**src/rtl/bp_wb_pkg.sv**
```systemverilog
// Shared definitions for the BP->DDR write-back scheduler: FSM state
// encoding and the fixed beat/tile geometry.
package bp_wb_pkg;

   // log2 of bytes per 512-bit DDR beat (64 B)
   localparam int BEAT_SHIFT     = 6;
   // each tile carries two BP lines, one from each MAC group of a pair
   localparam int LINES_PER_TILE = 2;

   typedef enum logic [2:0] {
      S_IDLE  = 3'd0,
      S_LOAD  = 3'd1,
      S_CONF  = 3'd2,
      S_GUARD = 3'd3,
      S_WAIT  = 3'd4,
      S_NEXT  = 3'd5,
      S_DONE  = 3'd6
   } wb_state_e;

endpackage

```
**src/rtl/bp_wb_addr_gen.sv**
```systemverilog
// Tile-to-tile address stepping. Purely combinational so it can be
// exercised on its own: DDR address advances by the stride, the MAC
// group pair base advances by two, and the BP line address moves on by
// one line width whenever the pair base wraps past group 3.
module bp_wb_addr_gen
   import bp_wb_pkg::*;
#(
   parameter int DDR_ADDR_LEN = 32,
   parameter int ADDR_LEN     = 16,
   parameter int SINGLE_LEN   = 24
) (
   input  logic [DDR_ADDR_LEN-1:0] i_ddr_addr,
   input  logic [DDR_ADDR_LEN-1:0] i_stride,
   input  logic [ADDR_LEN-1:0]     i_bp_addr,
   input  logic [1:0]              i_bp_num,
   input  logic [SINGLE_LEN-1:0]   i_line_width,
   output logic [DDR_ADDR_LEN-1:0] o_ddr_addr,
   output logic [ADDR_LEN-1:0]     o_bp_addr,
   output logic [1:0]              o_bp_num
);

   logic [ADDR_LEN-1:0] w_lw_step;

   // line width folded into the BP address width (wraps modulo 2^ADDR_LEN)
   assign w_lw_step = ADDR_LEN'(i_line_width);

   // next-tile arithmetic; a pair base of 2 or 3 means the pair wraps
   always_comb begin
      o_ddr_addr = i_ddr_addr + i_stride;
      o_bp_num   = i_bp_num + 2'd2;
      o_bp_addr  = i_bp_num[1] ? (i_bp_addr + w_lw_step) : i_bp_addr;
   end

endmodule

```
**src/rtl/bp_writeback_scheduler.sv**
```systemverilog
// Write-back scheduler: takes one layer-output job descriptor, splits it
// into tiles of two BP lines, and for each tile configures the BP write
// controller, lets it start, waits for it to drain, then steps addresses.
//
// Job handshake: a descriptor transfers on a rising clk edge where
// job_valid and job_ready are both high. job_ready is high only in IDLE;
// job_valid in any other state is ignored and never queued.
module bp_writeback_scheduler
   import bp_wb_pkg::*;
#(
   parameter int DDR_ADDR_LEN = 32,
   parameter int ADDR_LEN     = 16,
   parameter int SINGLE_LEN   = 24,
   parameter int TILE_LEN     = 16,
   parameter int START_GUARD  = 2
) (
   input  logic                    clk,
   input  logic                    rst_n,
   input  logic                    job_valid,
   output logic                    job_ready,
   input  logic [DDR_ADDR_LEN-1:0] job_ddr_base,
   input  logic [DDR_ADDR_LEN-1:0] job_ddr_stride,
   input  logic [TILE_LEN-1:0]     job_tile_cnt,
   input  logic [SINGLE_LEN-1:0]   job_line_width,
   input  logic [ADDR_LEN-1:0]     job_bp_st_addr,
   input  logic [1:0]              job_bp_st_num,
   output logic                    wr_conf,
   output logic [DDR_ADDR_LEN-1:0] wr_ddr_st_addr,
   output logic [SINGLE_LEN-1:0]   wr_data_ddr_byte,
   output logic [ADDR_LEN-1:0]     wr_bp_st_addr,
   output logic [1:0]              wr_bp_st_num,
   output logic [SINGLE_LEN-1:0]   wr_line_width,
   input  logic                    wr_idle,
   output logic                    busy,
   output logic [TILE_LEN-1:0]     tile_idx,
   output logic                    done,
   output logic                    err,
   output logic [2:0]              dbg_state
);

   localparam logic [7:0] GUARD_LAST = 8'(START_GUARD - 1);

   wb_state_e                r_state;
   wb_state_e                w_state_nxt;

   logic [DDR_ADDR_LEN-1:0]  r_stride;
   logic [TILE_LEN-1:0]      r_tile_cnt;
   logic [TILE_LEN-1:0]      r_tile_idx;
   logic [DDR_ADDR_LEN-1:0]  r_wr_ddr_st_addr;
   logic [SINGLE_LEN-1:0]    r_wr_data_ddr_byte;
   logic [ADDR_LEN-1:0]      r_wr_bp_st_addr;
   logic [1:0]               r_wr_bp_st_num;
   logic [SINGLE_LEN-1:0]    r_wr_line_width;
   logic [7:0]               r_guard_cnt;
   logic                     r_err;

   logic                     w_last;
   logic                     w_job_empty;
   logic [DDR_ADDR_LEN-1:0]  w_nxt_ddr;
   logic [ADDR_LEN-1:0]      w_nxt_bp_addr;
   logic [1:0]               w_nxt_bp_num;

   assign w_last      = (r_tile_idx == (r_tile_cnt - TILE_LEN'(1)));
   assign w_job_empty = (r_tile_cnt == '0) || (r_wr_line_width == '0);

   bp_wb_addr_gen #(
      .DDR_ADDR_LEN (DDR_ADDR_LEN),
      .ADDR_LEN     (ADDR_LEN),
      .SINGLE_LEN   (SINGLE_LEN)
   ) u_addr_gen (
      .i_ddr_addr   (r_wr_ddr_st_addr),
      .i_stride     (r_stride),
      .i_bp_addr    (r_wr_bp_st_addr),
      .i_bp_num     (r_wr_bp_st_num),
      .i_line_width (r_wr_line_width),
      .o_ddr_addr   (w_nxt_ddr),
      .o_bp_addr    (w_nxt_bp_addr),
      .o_bp_num     (w_nxt_bp_num)
   );

   // state register
   always_ff @(posedge clk) begin
      if (!rst_n) r_state <= S_IDLE;
      else        r_state <= w_state_nxt;
   end

   // next-state decode and state-derived outputs
   always_comb begin
      w_state_nxt = r_state;
      job_ready   = 1'b0;
      busy        = 1'b1;
      wr_conf     = 1'b0;
      done        = 1'b0;
      case (r_state)
         S_IDLE: begin
            job_ready = 1'b1;
            busy      = 1'b0;
            if (job_valid) w_state_nxt = S_LOAD;
         end
         S_LOAD: begin
            w_state_nxt = w_job_empty ? S_DONE : S_CONF;
         end
         S_CONF: begin
            wr_conf     = 1'b1;
            w_state_nxt = S_GUARD;
         end
         S_GUARD: begin
            if (r_guard_cnt == GUARD_LAST) w_state_nxt = S_WAIT;
         end
         S_WAIT: begin
            if (wr_idle) w_state_nxt = w_last ? S_DONE : S_NEXT;
         end
         S_NEXT: begin
            w_state_nxt = S_CONF;
         end
         S_DONE: begin
            done        = 1'b1;
            w_state_nxt = S_IDLE;
         end
         default: begin
            w_state_nxt = S_IDLE;
         end
      endcase
   end

   // job capture, tile stepping and guard timing; the wr_* fields change
   // on entry to LOAD/NEXT so they are settled a cycle ahead of wr_conf
   always_ff @(posedge clk) begin
      if (!rst_n) begin
         r_stride           <= '0;
         r_tile_cnt         <= '0;
         r_tile_idx         <= '0;
         r_wr_ddr_st_addr   <= '0;
         r_wr_data_ddr_byte <= '0;
         r_wr_bp_st_addr    <= '0;
         r_wr_bp_st_num     <= '0;
         r_wr_line_width    <= '0;
         r_guard_cnt        <= '0;
         r_err              <= 1'b0;
      end else begin
         case (r_state)
            S_IDLE: begin
               if (job_valid) begin
                  r_stride           <= job_ddr_stride;
                  r_tile_cnt         <= job_tile_cnt;
                  r_tile_idx         <= '0;
                  r_wr_ddr_st_addr   <= job_ddr_base;
                  r_wr_data_ddr_byte <= job_line_width << (BEAT_SHIFT + $clog2(LINES_PER_TILE));
                  r_wr_bp_st_addr    <= job_bp_st_addr;
                  r_wr_bp_st_num     <= job_bp_st_num;
                  r_wr_line_width    <= job_line_width;
                  r_err              <= 1'b0;
               end
            end
            S_LOAD: begin
               // an empty job is not an error; a zero line width is
               r_err <= (r_tile_cnt != '0) && (r_wr_line_width == '0);
            end
            S_CONF: begin
               r_guard_cnt <= '0;
            end
            S_GUARD: begin
               r_guard_cnt <= r_guard_cnt + 8'd1;
            end
            S_WAIT: begin
               if (wr_idle && !w_last) begin
                  r_tile_idx       <= r_tile_idx + TILE_LEN'(1);
                  r_wr_ddr_st_addr <= w_nxt_ddr;
                  r_wr_bp_st_addr  <= w_nxt_bp_addr;
                  r_wr_bp_st_num   <= w_nxt_bp_num;
               end
            end
            default: begin
            end
         endcase
      end
   end

   assign wr_ddr_st_addr   = r_wr_ddr_st_addr;
   assign wr_data_ddr_byte = r_wr_data_ddr_byte;
   assign wr_bp_st_addr    = r_wr_bp_st_addr;
   assign wr_bp_st_num     = r_wr_bp_st_num;
   assign wr_line_width    = r_wr_line_width;
   assign tile_idx         = r_tile_idx;
   assign err              = done & r_err;
   assign dbg_state        = r_state;

endmodule

```
**config.mk**
```make
export PLATFORM = sky130hd
export DESIGN_NAME = bp_writeback_scheduler
export DESIGN_NICKNAME = d
export VERILOG_FILES = /design/src/rtl/bp_wb_pkg.sv /design/src/rtl/bp_wb_addr_gen.sv /design/src/rtl/bp_writeback_scheduler.sv
export SDC_FILE = /design/constraint.sdc
export NUM_CORES = 1
export LEC_CHECK = 0
export BUFFER_PORTS_ARGS = -buffer_cell sky130_fd_sc_hd__buf_4
export CAP_MARGIN = 15
export CELL_PAD_IN_SITES_DETAIL_PLACEMENT = 1
export CELL_PAD_IN_SITES_GLOBAL_PLACEMENT = 1
export CORE_UTILIZATION = 35
export CTS_CLUSTER_DIAMETER = 30
export CTS_CLUSTER_SIZE = 28
export DETAILED_ROUTE_END_ITERATION = 10
export PLACE_DENSITY = 0.75
export SKIP_LAST_GASP = 1
export SYNTH_ARGS = -nofsm -noshare
export SYNTH_HDL_FRONTEND = slang
export SYNTH_SLANG_ARGS = --single-unit
```
**constraint.sdc**
```tcl
create_clock -name clk -period 3.5 [get_ports clk]
set_input_delay 0.7 -clock clk [delete_from_list [all_inputs] [get_ports clk]]
set_output_delay 0.7 -clock clk [all_outputs]
set_load 0.1 [all_outputs]
```
==> Word level (Yosys, flattened, before mapping) <==
Cells that the tools add are included.
{ "totals": {"wordCells": 73, "mem_bits_ro": 0, "reg_bits": 167, "output_inout_bits": 122, "in_bits": 126, "n_memories": 0, "latchBits": 0, "mem_bits_rw": 0} }
{ "op_classes": {"n_addsub": 6, "mul": 0, "mux": 26, "order_cmp": 0, "n_reduce_logical": 16, "div_mod_pow": 0, "n_bitwise": 1, "n_shift": 0, "eq_ne": 13} }
{ "ops": {"columns": ["operator", "count"], "rows": [
  ["$mux W16", 5],
  ["$mux W32", 2],
  ["$pmux W16 S2", 2],
  ["$pmux W32 S2", 1],
  ["$add A32 B32 Y32", 1],
  ["$logic_not A24 Y1", 1],
  ["$pmux W3 S6", 1],
  ["$add A16 B1 Y16 const B", 1],
  ["$add A16 B16 Y16", 1],
  ["$eq A16 B16 Y1", 1],
  ["$logic_not A16 Y1", 1],
  ["$pmux W8 S2", 1],
  ["$reduce_bool A16 Y1", 1],
  ["$sub A16 B1 Y16 const B", 1],
  ["$mux W3", 4],
  ["$ne A2 B2 Y1 const B", 5],
  ["$eq A3 B3 Y1 const B", 3],
  ["$add A8 B1 Y8 const B", 1],
  ["$eq A8 B1 Y1 const B", 1],
  ["$eq A3 B2 Y1 const B", 2],
  ["$mux W2", 3],
  ["$reduce_and A3 Y1", 2],
  ["$reduce_bool A2 Y1", 3],
  ["$mux W1", 5],
  ["other kinds (11)", 13]
]} }

==> Longest topological paths before layout <==
Gate-level depths: netlist of the first run.
{ "depth": {"ltp_word": 6, "ltp_mapped": 13, "mapped_depth_nobuf": 12} }

==> Hierarchy <==
From an unflattened synthesis of the first run, not the netlist that was laid out.
{ "hier_totals": {"cells_unflattened": 1172, "hier_area_um2": 9640.5} }
{ "by_module_without_submodules": {"columns": ["mod", "area_each_um2", "cells_each", "seq_area_each_um2", "instances"], "rows": [
  ["bp_writeback_scheduler", 7083.0, 827, 3002.9, 1],
  ["bp_wb_addr_gen", 2557.5, 345, 0.0, 1]
]} }

==> Worst setup path after synthesis of the first run <==
Ideal clock, no wire load.
{ "synth_path": {"path_type": "register to register", "startpoint": "reg r_state[0] (netlist: dbg_state[0])", "endpoint": "reg r_wr_line_width[1] (netlist: wr_line_width[1])", "path_stages_with_launch": 9, "arrival_time_ns": 3.824, "n_path_buf": 3, "required_time_ns": 3.430, "synth_period_minus_slack_ns": 3.894, "setup_ns": 0.070, "setup_slack_ns": -0.394, "path_cell_list": "dfxtp_1 buf_4 or3_1 inv_1 nand2_1 clkbuf_1 clkbuf_1 nand2_1 a21oi_1"} }
{ "synth_between": {"elab_chain_cells": 2} }
{ "synth_lines": {"columns": ["item", "line_no", "source"], "rows": [
  ["from (decl)", "bp_writeback_scheduler.sv:43", "wb_state_e r_state;"],
  ["from (signal assigned)", "bp_writeback_scheduler.sv:84", "else r_state <= w_state_nxt;"],
  ["$logic_not A3 Y1", "bp_writeback_scheduler.sv:141", "case (r_state)"],
  ["$reduce_and A2 Y1 (no source line)", null, null],
  ["to (signal assigned)", "bp_writeback_scheduler.sv:151", "r_wr_line_width <= job_line_width;"],
  ["to (decl)", "bp_writeback_scheduler.sv:53", "logic [SINGLE_LEN-1:0] r_wr_line_width;"]
]} }
No other way between the ends.
A chain may end at the register's enable or synchronous reset.

==> Worst setup path after layout of the first run <==
{ "layout_path": {"startpoint": "reg r_tile_cnt[0]", "endpoint": "reg r_wr_bp_st_num[1] (netlist: wr_bp_st_num[1])"} }
{ "layout_between": {"elab_chain_cells": 6} }
{ "layout_lines": {"columns": ["item", "line_no", "source"], "rows": [
  ["from (decl)", "bp_writeback_scheduler.sv:47", "logic [TILE_LEN-1:0] r_tile_cnt;"],
  ["from (signal assigned)", "bp_writeback_scheduler.sv:145", "r_tile_cnt <= job_tile_cnt;"],
  ["$sub A16 B1 Y16", "bp_writeback_scheduler.sv:63", "assign w_last = (r_tile_idx == (r_tile_cnt - TILE_LEN'(1)));"],
  ["$eq A16 B16 Y1", "bp_writeback_scheduler.sv:63", null],
  ["$logic_not A1 Y1", "bp_writeback_scheduler.sv:166", "if (wr_idle && !w_last) begin"],
  ["$logic_and A1 B1 Y1", "bp_writeback_scheduler.sv:166", null],
  ["$ne A2 B2 Y1 (no source line)", null, null],
  ["$reduce_and A3 Y1 (no source line)", null, null],
  ["to (signal assigned)", "bp_writeback_scheduler.sv:150", "r_wr_bp_st_num <= job_bp_st_num;"],
  ["to (signal assigned)", "bp_writeback_scheduler.sv:170", "r_wr_bp_st_num <= w_nxt_bp_num;"],
  ["to (decl)", "bp_writeback_scheduler.sv:52", "logic [1:0] r_wr_bp_st_num;"]
]} }
No other way between the ends.

==> results of run 1 <==
[cell type report]
cell class              count  area [um2]
repair buffers            259        1960
clock inverters            11         149
fillers                  3201       13700
well taps                 330         413
flip-flops and latches    150        3000
clock buffers              20         447
multi-input cells         951        5540
inverters                  20        81.3
[timing repair]
| action | in CTS | in global routing |
|---|---|---|
| gates resized for setup | 0 | 3 |
| endpoints found under the hold margin | 0 | 0 |
| hold buffers | 0 | 0 |
| setup buffers | 0 | 3 |
| setup endpoints to repair | 0 | 40 |
[logic make-up after synthesis]
group                      after synthesis  synth area share
DFF                                    150             0.332
and+or+nand+nor                        492             0.243
AOI/OAI and AO/OA                      326             0.217
adders and majority gates               52            0.0736
xor gates and xnor gates                66            0.0640
other                                    1          0.000415
muxes                                    8           0.00900
buffers and inverters                  109            0.0608
[metal layers]
| layer | global-route usage | wire length [um] |
|---|---|---|
| met1 | 0.300 | 14100 |
| met2 | 0.389 | 14400 |
| met3 | 0.0418 | 1290 |
| met4 | 0.0646 | 494 |
| met5 | 0 | 17 |
[worst max-delay path by stage]
| stage | end | cells past startpoint |
|---|---|---|
| 2_1_floorplan | wr_ddr_st_addr[18] | 12 |
| 3_3_place_gp | wr_bp_st_addr[7] | 11 |
| 3_5_place_dp | wr_ddr_st_addr[27] | 11 |
| 4_1_cts | wr_ddr_st_addr[27] | 11 |
| 5_1_grt | wr_ddr_st_addr[26] | 11 |
| 6_report | wr_bp_st_num[1] | 11 |
[state kept, by name, indices dropped and copies added, names as in the netlist]
register	flops
r_stride	32
wr_ddr_st_addr	32
wr_line_width	24
r_tile_cnt	16
tile_idx	16
wr_bp_st_addr	16
r_guard_cnt	8
dbg_state	3
wr_bp_st_num	2
r_err	1
[power by group]
part,internal (mW),switching [mW]
Clock,1.14,0.761
Sequential,2.03,0.361
Combinational,1.30,3.61
Total,4.47,4.73
[worst max-delay path: stages (launching register included)]
cell	delay (ps)
dfxtp_1	350
inv_1	70
ha_1	220
or3b_2	510
o311ai_1	360
a31oi_1	130
or4_1	600
o31ai_4	380
buf_4	180
and2_1	230
or3_1	140
a31oi_1	70
[placed cells by master, fill, tap and decap left out, drive strengths merged, types with 7 or more instances in the layout]
cell / n
or3: 11
nand2b: 12
mux2i: 7
clkbuf: 20
ha: 50
and3: 7
inv: 21
nor2b: 11
o211ai: 7
xnor2: 38
nor3: 25
conb: 7
o21ai: 59
a31oi: 20
buf: 259
o21a: 7
nand2: 236
a311oi: 17
a211oi: 23
dfxtp: 150
xor2: 28
nand3: 31
a21oi: 148
a21o: 16
nor2: 110
nor4: 9
nand4: 9
[through the flow]
step	setup WS [ps]	power, mW
after floorplan	23.4	6.20
after global placement	294	7.24
after detailed placement	127	7.33
after CTS	39.1	9.28
after global routing	8.53	9.71
final	151	9.20
==> flow_summary.json, run 1 <==
{
  "status": "complete, no violations",
  "grt_overflow_total": 0,
  "antenna_found_initial": 1,
  "hpwl_um": 22400,
  "grt_max_degree": 65,
  "layout.nets": 1577,
  "yosysTopAreaCell": "dfxtp_1",
  "ys_dominant_reg_cell": "dfxtp_1",
  "drtIter0Drc": 488,
  "reg2reg_to": "wr_bp_st_num[1]",
  "cts_root_buf": "clkbuf_16",
  "reg2reg_from": "r_tile_cnt[0]",
  "drtPass1Iterations": 4,
  "hold_path.class": "flip-flop to flip-flop",
  "antennaDiodeCount": 0,
  "criticalPathCategory": "flip-flop to flip-flop",
  "drc": 0,
  "design_area_mm2": 0.0116,
  "stdcell_count": 1741,
  "clock.fmax_mhz": 299,
  "rsz0062_at_grt": "no",
  "ys_ff_latch": 150,
  "grt_pass1_vias": 9374,
  "die_h_um": 163,
  "dieArea_mm2": 0.0265,
  "finalSetupTns_ps": 0,
  "setup_viol": 0,
  "cts_sinks": 150,
  "hold_viol": 0,
  "crit_fanout": 6,
  "clockBufferDepth": 2,
  "p_leak_nw": 5.04,
  "critPathLaunch": "r_tile_cnt[0]",
  "die_w_um": 163,
  "clk_pin_slew_ps": 60,
  "hold_start": "r_stride[4]",
  "port_buffers": 240,
  "ys_top_cells_by_count": "235 x nand2_1, 150 x dfxtp_1, 148 x a21oi_1, 110 x nor2_1, 56 x o21ai_0",
  "tightest_slew_ps": 843,
  "cts_buffers": 17,
  "fin_crit_sh": 0.957,
  "core_mm2": 0.0253,
  "hold_end": "r_stride[4]",
  "async_flop_share": 0,
  "io_pins": 248,
  "wire_per_inst_um": 17.4,
  "vias_per_cell": 5.31,
  "synth_top_area_share": 0.332,
  "hold_depth": 2,
  "maxCapViolations": 0,
  "h-tree-depth": 4,
  "synth_area_mm2": 0.00904,
  "drtAntennaViolNets": 0,
  "drive_above_1_share": 0.220,
  "place_congestion": 0.852,
  "synth.area.top_cells": "dfxtp_1 33%, nand2_1 9.8%, a21oi_1 8.2%",
  "num_rows": 58,
  "dp_cells": 1707,
  "fin_crit_ps": 3350,
  "wl_um": 30300,
  "synth.most_common_cell": "nand2_1",
  "reg2reg_depth": 11,
  "grt.total_usage": 0.231,
  "startpoint_type": "flip-flop",
  "fin_skew_ps": 11.6,
  "end_kind": "flip-flop",
  "cp.arrival_ps": 3650,
  "start_util": 0.358,
  "grt_pass1_wl_um": 48700,
  "yosysUniqueCellTypes": 67,
  "reg2reg_slack_ps": 150,
  "synth_edf_count": 0,
  "avgSynthCellArea_um2": 7.51,
  "peakVddDrop_mv": 0.663,
  "ys_warn_count": 0,
  "holdWs_ps": 461,
  "powerDensity_mw_per_mm2": 794,
  "via_count": 9237,
  "synthCells": 1204,
  "clk_latency_ps": 430,
  "critPathRequiredTime_ps": 3800,
  "maxSlewViolCount": 0,
  "dpl_cell_area_mm2": 0.0110,
  "area_growth_pct": 28.2,
  "cts_tree": "done",
  "slew_headroom": 0.423,
  "post-route-util": 0.459,
  "yosysSeqAreaShare": 0.332
}
Power figures use the tool's default switching activity.
==> run 2, diff against run 1 <==
--- a/config.mk
+++ b/config.mk
@@ -13,7 +13,7 @@
 export CTS_CLUSTER_DIAMETER = 30
 export CTS_CLUSTER_SIZE = 28
 export DETAILED_ROUTE_END_ITERATION = 10
-export PLACE_DENSITY = 0.75
+export PLACE_DENSITY_LB_ADDON = 0.1
 export SKIP_LAST_GASP = 1
 export SYNTH_ARGS = -nofsm -noshare
 export SYNTH_HDL_FRONTEND = slang
==> run 2 against run 1 <==
Utilization is 0.12 points lower. First-iteration DRC count down 24%. Die area unchanged.
==> flow_summary.json, run 2 (synthesis gave the netlist of run 1 again) <==
{
  "antennaDiodeCount": 0,
  "antenna_found_initial": 0,
  "cts_hold_buf": 0,
  "critPathCapture": "wr_bp_st_num[1]",
  "h-tree-depth": 4,
  "clk_pin_slew_ps": 60,
  "cts_sinks": 150,
  "grt_overflow_total": 0,
  "clock.fmax_mhz": 306,
  "layout.nets": 1571,
  "cp_common_cell": "a31oi_1",
  "cp_top_family": "simple AND/OR/NAND/NOR gates",
  "wire_per_inst_um": 17.2,
  "cts_buffers": 17,
  "reg2reg_slack_ps": 230,
  "drc": 0,
  "cp_num_buf_inv": 2,
  "fin_crit_sh": 0.934,
  "maxSlewViolCount": 0,
  "tightest_slew_ps": 755,
  "fin_skew_ps": 16.5,
  "finalSetupTns_ps": 0,
  "port_buffers": 240,
  "critPathRequiredTime_ps": 3780,
  "drive_above_1_share": 0.220,
  "rsz0062_at_grt": "yes",
  "startpoint_type": "flip-flop",
  "reg2reg_depth": 11,
  "peakVddDrop_mv": 0.659,
  "die_w_um": 163,
  "maxCapViolations": 0,
  "finalPower_mw": 9.13,
  "reg2reg_to": "wr_bp_st_num[1]",
  "drtIter0Drc": 373,
  "reg2reg_from": "r_tile_cnt[0]",
  "drtPass1Iterations": 4,
  "setup_viol": 0,
  "p_leak_nw": 5.03,
  "layout_commonest_cell": "buf_4",
  "die_h_um": 163,
  "place_congestion": 0.805,
  "hold_viol": 0,
  "cts_tree": "done",
  "crit_fanout": 20,
  "crit_chain": "inv_1 -> ha_1 -> or3b_2 -> o311ai_0 -> a31oi_1 -> or4_1 -> o31ai_4 -> buf_6 -> and2_2 -> or3_1 -> a31oi_1",
  "post_cts_resized": 0,
  "status": "complete, no violations",
  "io_pins": 248,
  "grt.total_usage": 0.230,
  "dp_cells": 1704,
  "slowest_stage": "or4_1",
  "end_kind": "flip-flop",
  "wl_um": 29900,
  "slowest_delay_ps": 610,
  "cp.arrival_ps": 3550,
  "clk_latency_ps": 440,
  "drtAntennaViolNets": 0,
  "post-route-util": 0.458,
  "grt_pass1_vias": 9081,
  "powerDensity_mw_per_mm2": 790,
  "via_count": 9115,
  "stdcell_count": 1736,
  "hold_path.class": "flip-flop to flip-flop",
  "core_mm2": 0.0253,
  "criticalPathCategory": "flip-flop to flip-flop",
  "n_fill_cell": 3151,
  "num_rows": 58,
  "hpwl_um": 21800,
  "clockBufferDepth": 2,
  "grt_max_degree": 72,
  "grt_pass1_wl_um": 48200,
  "fin_crit_ps": 3270,
  "vias_per_cell": 5.25,
  "dieArea_mm2": 0.0265,
  "slew_headroom": 0.492,
  "cts_setup_buffers": 0,
  "area_growth_pct": 27.9,
  "cts_root_buf": "clkbuf_16",
  "worstSetupPathDepth": 11,
  "critPathLaunch": "r_tile_cnt[0]",
  "start_util": 0.358,
  "layout_common_cells": "248 x buf_4, 233 x nand2_1, 149 x dfxtp_1"
}
-- run 2: changes by cell type in the layout (fill, tap and decap cells not counted), sizes merged --
cell | previous run | this run
inv | 21 | 26
clkbuf | 20 | 17
bufinv | 3 | 1
clkinv | 3 | 6
buf | 259 | 253
clkinvlp | 4 | 2
-- run 2: worst min-delay path by stage --
stage | depth (start not counted) | start | slack (ps) | endpoint
after floorplan | 2 | r_stride[0] | 440 | r_stride[0]
after global placement | 2 | wr_bp_st_num[0] | 450 | wr_bp_st_num[0]
after detailed placement | 2 | wr_bp_st_num[0] | 450 | wr_bp_st_num[0]
after CTS | 2 | wr_bp_st_num[0] | 460 | wr_bp_st_num[0]
after global routing | 2 | wr_bp_st_num[0] | 480 | wr_bp_st_num[0]
final | 2 | r_stride[4] | 460 | r_stride[4]
-- run 2: stage by stage --
stage	cell area, um2	hold WS (ps)	worst slack, ps
final	11600	461	232
after detailed placement	11000	453	127
after floorplan	9070	440	23.4
after global routing	11600	483	-16.5
after global placement	11000	447	241
after CTS	11500	462	113
-- run 2: power breakdown --
group,total [mW],leakage [nW],switching [mW],internal [mW]
combinational,4.90,3.52,3.60,1.30
sequential,2.39,1.23,0.361,2.02
clock,1.85,0.283,0.846,0.999
total,9.13,5.03,4.81,4.32
-- run 2: layout make-up --
cell class / count / area, um2 / area share
Timing Repair Buffer: 253 / 1940 / 0.168
Multi-Input combinational cell: 951 / 5540 / 0.480
Sequential cell: 150 / 3000 / 0.260
Tap cell: 330 / 413 / 0.0357
Inverter: 20 / 81.3 / 0.00704
Clock buffer: 17 / 425 / 0.0368
Clock inverter: 15 / 145 / 0.0126
-- run 2: layer usage --
metal / global-route usage / vias up / routed length, um
met3: 0.0359 / 28 / 1190
met4: 0.0637 / 0 / 472
met1: 0.301 / 4345 / 13800
met5: 0 / - / 0
li1: - / 4574 / -
met2: 0.388 / 168 / 14400
-- run 2: tightest hold or removal path: stages, from the launching register on --
cell	delay, ps
dfxtp_1	310
nand2_1	50
a21oi_1	50
